--- src/rtl/i2c_init_seq.sv ---
// Table-driven codec register initialiser: walks an external lookup table and
// issues one single-register write per entry, with NACK retry and a watchdog.
module i2c_init_seq #(
  parameter logic [7:0] DEVICE_ID   = 8'h20,
  parameter logic       ADDR_MODE   = 1'b0,
  parameter int         LUT_SIZE    = 32,
  parameter int         IDX_W       = 5,
  parameter int         POWERUP_DLY = 1000,
  parameter int         GAP_DLY     = 4,
  parameter int         DELAY_UNIT  = 1000,
  parameter int         MAX_RETRY   = 3,
  parameter int         TIMEOUT     = 200000
) (
  input  logic             Clk,
  input  logic             Rst_n,
  input  logic             start,
  output logic [IDX_W-1:0] lut_index,
  input  logic [23:0]      lut_data,
  output logic             wrreg_req,
  output logic             rdreg_req,
  output logic [15:0]      addr,
  output logic             addr_mode,
  output logic [7:0]       wrdata,
  output logic [7:0]       device_id,
  input  logic             RW_Done,
  input  logic             ack,
  output logic             busy,
  output logic             init_done,
  output logic             init_err,
  output logic [IDX_W-1:0] err_index
);

  localparam logic [3:0] PWR_WAIT  = 4'd0;
  localparam logic [3:0] FETCH     = 4'd1;
  localparam logic [3:0] LATCH     = 4'd2;
  localparam logic [3:0] ISSUE     = 4'd3;
  localparam logic [3:0] WAIT_DONE = 4'd4;
  localparam logic [3:0] GAP       = 4'd5;
  localparam logic [3:0] DELAY     = 4'd6;
  localparam logic [3:0] DONE      = 4'd7;
  localparam logic [3:0] ERROR     = 4'd8;

  localparam int               GAP_EFF  = (GAP_DLY < 1) ? 1 : GAP_DLY;
  localparam logic [IDX_W-1:0] LAST_IDX = IDX_W'(LUT_SIZE - 1);

  logic [3:0]       state;
  logic [IDX_W-1:0] idx;
  logic [31:0]      cnt;
  logic [7:0]       retry;
  logic             gap_reissue;
  logic             at_last;

  assign lut_index = idx;
  assign wrreg_req = (state == ISSUE);
  assign rdreg_req = 1'b0;
  assign addr_mode = ADDR_MODE;
  assign device_id = DEVICE_ID;
  assign busy      = (state != DONE) && (state != ERROR);
  assign init_done = (state == DONE);
  assign init_err  = (state == ERROR);
  assign at_last   = (idx == LAST_IDX);

  // One shared counter serves as power-up timer, gap timer, delay-entry
  // countdown and write watchdog, since only one is ever active at a time.
  always_ff @(posedge Clk or negedge Rst_n) begin
    if (!Rst_n) begin
      state       <= PWR_WAIT;
      idx         <= '0;
      cnt         <= '0;
      retry       <= '0;
      gap_reissue <= 1'b0;
      addr        <= '0;
      wrdata      <= '0;
      err_index   <= '0;
    end else begin
      case (state)
        PWR_WAIT: begin
          if (cnt + 32'd1 >= 32'(POWERUP_DLY)) begin
            state <= FETCH;
            idx   <= '0;
            cnt   <= '0;
          end else begin
            cnt <= cnt + 32'd1;
          end
        end
        FETCH: state <= LATCH;
        LATCH: begin
          if (lut_data[23:8] == 16'hFFFF) begin
            state <= DELAY;
            cnt   <= 32'(lut_data[7:0]) * 32'(DELAY_UNIT);
          end else begin
            addr   <= lut_data[23:8];
            wrdata <= lut_data[7:0];
            state  <= ISSUE;
          end
        end
        ISSUE: begin
          state <= WAIT_DONE;
          cnt   <= '0;
        end
        WAIT_DONE: begin
          if (RW_Done && !ack) begin
            retry <= '0;
            if (at_last) begin
              state <= DONE;
            end else begin
              idx         <= idx + 1'b1;
              gap_reissue <= 1'b0;
              cnt         <= '0;
              state       <= GAP;
            end
          end else if (RW_Done) begin
            retry <= retry + 8'd1;
            if ({24'd0, retry} + 32'd1 < 32'(MAX_RETRY)) begin
              gap_reissue <= 1'b1;
              cnt         <= '0;
              state       <= GAP;
            end else begin
              err_index <= idx;
              state     <= ERROR;
            end
          end else if (cnt + 32'd1 >= 32'(TIMEOUT)) begin
            err_index <= idx;
            state     <= ERROR;
          end else begin
            cnt <= cnt + 32'd1;
          end
        end
        GAP: begin
          if (cnt + 32'd1 >= 32'(GAP_EFF)) begin
            state <= gap_reissue ? ISSUE : FETCH;
            cnt   <= '0;
          end else begin
            cnt <= cnt + 32'd1;
          end
        end
        DELAY: begin
          if (cnt == 32'd0) begin
            if (at_last) begin
              state <= DONE;
            end else begin
              idx         <= idx + 1'b1;
              gap_reissue <= 1'b0;
              state       <= GAP;
            end
          end else begin
            cnt <= cnt - 32'd1;
          end
        end
        DONE, ERROR: begin
          if (start) begin
            idx       <= '0;
            retry     <= '0;
            err_index <= '0;
            cnt       <= '0;
            state     <= FETCH;
          end
        end
        default: state <= PWR_WAIT;
      endcase
    end
  end

endmodule

--- config.mk ---
export PLATFORM = sky130hd
export DESIGN_NAME = i2c_init_seq
export DESIGN_NICKNAME = d
export VERILOG_FILES = /design/src/rtl/i2c_init_seq.sv
export SDC_FILE = /design/constraint.sdc
export NUM_CORES = 1
export LEC_CHECK = 0
export ABC_AREA = 1
export BUFFER_PORTS_ARGS = -buffer_cell sky130_fd_sc_hd__buf_2
export CELL_PAD_IN_SITES_DETAIL_PLACEMENT = 0
export CELL_PAD_IN_SITES_GLOBAL_PLACEMENT = 1
export CORE_ASPECT_RATIO = 0.6
export CORE_UTILIZATION = 35
export DETAILED_ROUTE_END_ITERATION = 6
export GPL_TIMING_DRIVEN = 0
export PLACE_DENSITY_LB_ADDON = 0.1
export SLEW_MARGIN = 15
export SYNTH_ARGS = -nofsm -noshare
export SYNTH_HDL_FRONTEND = slang
export SYNTH_SLANG_ARGS = --single-unit
--- constraint.sdc ---
create_clock -name Clk -period 3.25 [get_ports Clk]
set_clock_uncertainty 0.15 [all_clocks]
set_input_delay 0.325 -clock Clk [delete_from_list [all_inputs] [get_ports Clk]]
set_output_delay 0.325 -clock Clk [all_outputs]
set_load 0.005 [all_outputs]
==> summary.md <==
| Metric | Value |
|---|---|
| Die area | approximately 22000 µm² |
| Port Buffers | 65 |
| Final Hold Fails | 0 |
| Startpoint types | input pin |
| DR pass1 iterations | 7 |
| Post-DP HPWL | 22090 µm |
| Endpoints failing setup | 9 |
| Yosys reg bits | between 70 and 80 |
| Nets | 1362 |
| Leakage | 4.529 nW |
| Status | finished, violations left |
| Routed vias | around 8000 |
| Gr ovfl total | 0 |
| Initial core utilization | a little over a third |
| Placed Cells | 1516 |
| Critical Path AT | approximately 3.8 ns |
| Slew Viols, Final | 0 |
| CTS H-tree lvls | 3 |
| Post-Layout Cell Count | between 1500 and 2000 |
| Core area | 21190 µm² |
| Cells after Synth | 1163 |
| Clock Path Buffers | 2 |
| Share of layout cells above drive strength 1 | 18.15% |
| Failing checks | DRC, setup timing |
| First-pass GRT wire length | 42770 µm |
| Power Dens Cells | 915.2 nW/µm² |
| Antenna Violating Nets Remaining | 0 |
| Synth Area per Inst | roughly 6.6 µm² |
| CTS tree | built |
| N_diodes | 0 |
| WL per Instance | 17.99 µm |
| Achievable Freq | 0.2673 GHz |
| Post-DR vias/cell | 5.095 |
| WL met1 | 15700 µm |
| DR iter-0 viols | ~860 |
| Top Metal Used | met4 |
| Met2 wire len | 9170 µm |
| Vias in the first global route | slightly above 7000 |
| Total clock sinks | 79 |
| Max-cap violations | 0 |
| Met3 wire length | 2769 µm |
| IO Pins | 77 |
| CP Max Fanout | 4 |
| Crit path capture type | register |
| Cell Area, Synth | 7640 µm² |
| Area growth from synthesis to layout | 20.34% |
| RePlAce Congestion | 0.9643 |
| Worst Max-Slew Pin Slew | between 0.9 and 1 ns |
| Row Count | just over 40 |
| DR DRC count | 12 |
| Critical Setup Path Class | in2reg |
| Yosys cell types | 50 |
| Slew margin rel. | between 30% and 40% |
| Fill cells | 2310 |
| Setup_tns | -3.019 ns |
| Final Cycle Share | 115.1% |
| Total CTS buffers | 9 |
| Worst min-delay path class | in2reg |
| FF+latch area | 1979 µm² |
| Synthesis Warnings | 0 |
| RSZ-0062 raised after global routing | yes |
| Setup WS post-layout | -0.4915 ns |
| Routed WL | 27920 µm |
| Initial antenna violation count | 0 |
| Tmin final | 3.742 ns |
| Overall power | 8.414 mW |
| Die span in x | 192.7 µm |
| Clock-pin slew on the worst setup and hold paths | approximately 0.07 ns |
| Footprint of the multi-input gates | 5089 µm² |
| CP Data Required Time | 3.35 ns |
| Root Buffer | clkbuf_16 |
| Tot GR Track Use | 26.01% |
| Clk_lat worst skew | 0.36 ns |
| Die Y | 116.4 µm |
| Sequential area share after synthesis | between 20% and 30% |
| Largest net degree at the start of global routing | 53 |
| VDD IR max | 0.0003006 V |
==> routing by layer <==
metal / GRT usage [%] / up-vias
met1: 44.10 / 3645
met2: 30.13 / 293
met3: 7.272 / 19
li1: - / 3950
met5: 0 / -
met4: 4.934 / 0
==> cell usage in the layout, fill, tap and decap left out, types with 14 or more instances in the layout <==
cell type and n:
nor2_2 18, inv_1 142, nand2_1 334, buf_4 33, a21oi_1 25, dfrtp_1 77, o21ai_0 68, buf_2 67
inv_2 15, nor2_1 113, nand3_1 74, o21ai_1 33, nor3_1 14, nand4_1 28, fa_1 21, ha_1 35
==> Yosys cell counts (all sizes together) <==
| library cell | number | area share (%) |
|---|---|---|
| a211oi | 3 | 0.29 |
| a21o | 1 | 0.098 |
| a21oi | 32 | 2.2 |
| a221oi | 1 | 0.11 |
| a311oi | 3 | 0.34 |
| a31oi | 3 | 0.25 |
| a32oi | 1 | 0.11 |
| and2 | 2 | 0.16 |
| and3 | 2 | 0.16 |
| buf | 29 | 2.7 |
| clkbuf | 12 | 0.61 |
| clkinv | 3 | 0.15 |
| conb | 2 | 0.098 |
| dfrtp | 79 | 26 |
| fa | 21 | 5.5 |
| ha | 44 | 7.2 |
| inv | 159 | 7.9 |
| mux2 | 1 | 0.15 |
| nand2 | 348 | 17 |
| nand3 | 75 | 4.9 |
| nand3b | 2 | 0.20 |
| nand4 | 28 | 2.3 |
| nor2 | 142 | 8.2 |
| nor3 | 20 | 1.7 |
| nor4 | 7 | 0.57 |
| o2111a | 1 | 0.15 |
| o2111ai | 1 | 0.11 |
| o21ai | 104 | 6.8 |
| o21bai | 2 | 0.20 |
| o221ai | 1 | 0.11 |
| o22ai | 6 | 0.49 |
| o311ai | 1 | 0.11 |
| o31ai | 6 | 0.59 |
| or2 | 8 | 0.66 |
| xnor2 | 2 | 0.23 |
| xor2 | 11 | 1.3 |
==> worst max-delay path: stages <==
cell	delay (ns)
buf_8	0.10
fa_1	0.53
inv_1	0.05
fa_1	0.46
fa_1	0.50
fa_1	0.51
inv_2	0.05
ha_4	0.24
a21oi_4	0.17
o21ai_4	0.08
nand2_1	0.06
nand4_1	0.14
nand2_1	0.11
nand2_1	0.06
nand2_2	0.06
nand2_2	0.05
nor2_1	0.08
nor2_1	0.05
nand2_1	0.07
nand3_1	0.06
nand2_1	0.06
nand2_1	0.05
==> repair_timing <==
item	CTS	global route
hold buffers	1	0
setup endpoints to repair	37	47
hold endpoints to repair	27	0
cloned	0	0
pin swaps	33	27
resized for setup	37	33
setup buffers	8	11
==> registers in the layout, indices dropped and copies added (netlist names) <==
register and cells:
addr 16, state 4, cnt 32, gap_reissue 1, wrdata 8, lut_index 5
err_index 5, retry 8
==> per-stage QoR <==
stage	instance area (µm²)	setup slack [ns]	utilization [%]	hold slack, ns
3_3_place_gp	8434	-1.030	39.81	0.3116
4_1_cts	8980	-0.5535	42.38	0.07435
6_report	9194	-0.4915	43.39	0.08184
5_1_grt	9194	-0.6699	43.39	0.07990
2_1_floorplan	7760	-0.4993	-	-0.1206
3_5_place_dp	8464	-1.047	39.95	0.1491
==> report_power, final <==
| group | internal [mW] | leakage, nW | switching (mW) | total [mW] |
|---|---|---|---|---|
| Clock | 0.684 | 0.157 | 0.497 | 1.18 |
| Combinational | 1.93 | 3.33 | 3.67 | 5.60 |
| Sequential | 1.31 | 1.04 | 0.315 | 1.63 |
==> worst paths after layout <==
path                               from           end  slack (ns)  cells past startpoint
setup reg to reg                 cnt[4]       cnt[27]        0.20                     13
min in group asynchronous         Rst_n       addr[0]        0.29                      2
hold / removal              lut_data[1]     wrdata[1]        0.08                      2
setup / recovery            lut_data[3]       cnt[17]       -0.49                     22
hold reg to reg            err_index[1]  err_index[1]        0.33                      2
max in group asynchronous         Rst_n        cnt[0]        2.00                      3
==> cell type report <==
class | count | area share [%]
well taps | 279 | 3.797
clock inverters | 7 | 1.116
plain buffers | 41 | 2.776
repair buffers | 86 | 6.233
clock buffers | 9 | 2.450
flip-flops and latches | 79 | 21.53
inverters | 162 | 6.750
multi-input cells | 889 | 55.35
==> kinds of logic (layout without fill, tap and decap cells) <==
kind of cell / after synthesis / count (layout) / share of synthesized area [%]
DFF: 79 / 79 / 25.88
and+or+nand+nor: 634 / 634 / 36.34
buffers and inverters: 203 / 305 / 11.35
AOI/OAI and AO/OA: 166 / 166 / 11.99
xor gates and xnor gates: 13 / 13 / 1.490
other: 2 / 10 / 0.09830
muxes: 1 / 1 / 0.1474
adders and majority gates: 65 / 65 / 12.71
(Power assumes the default switching activity.)
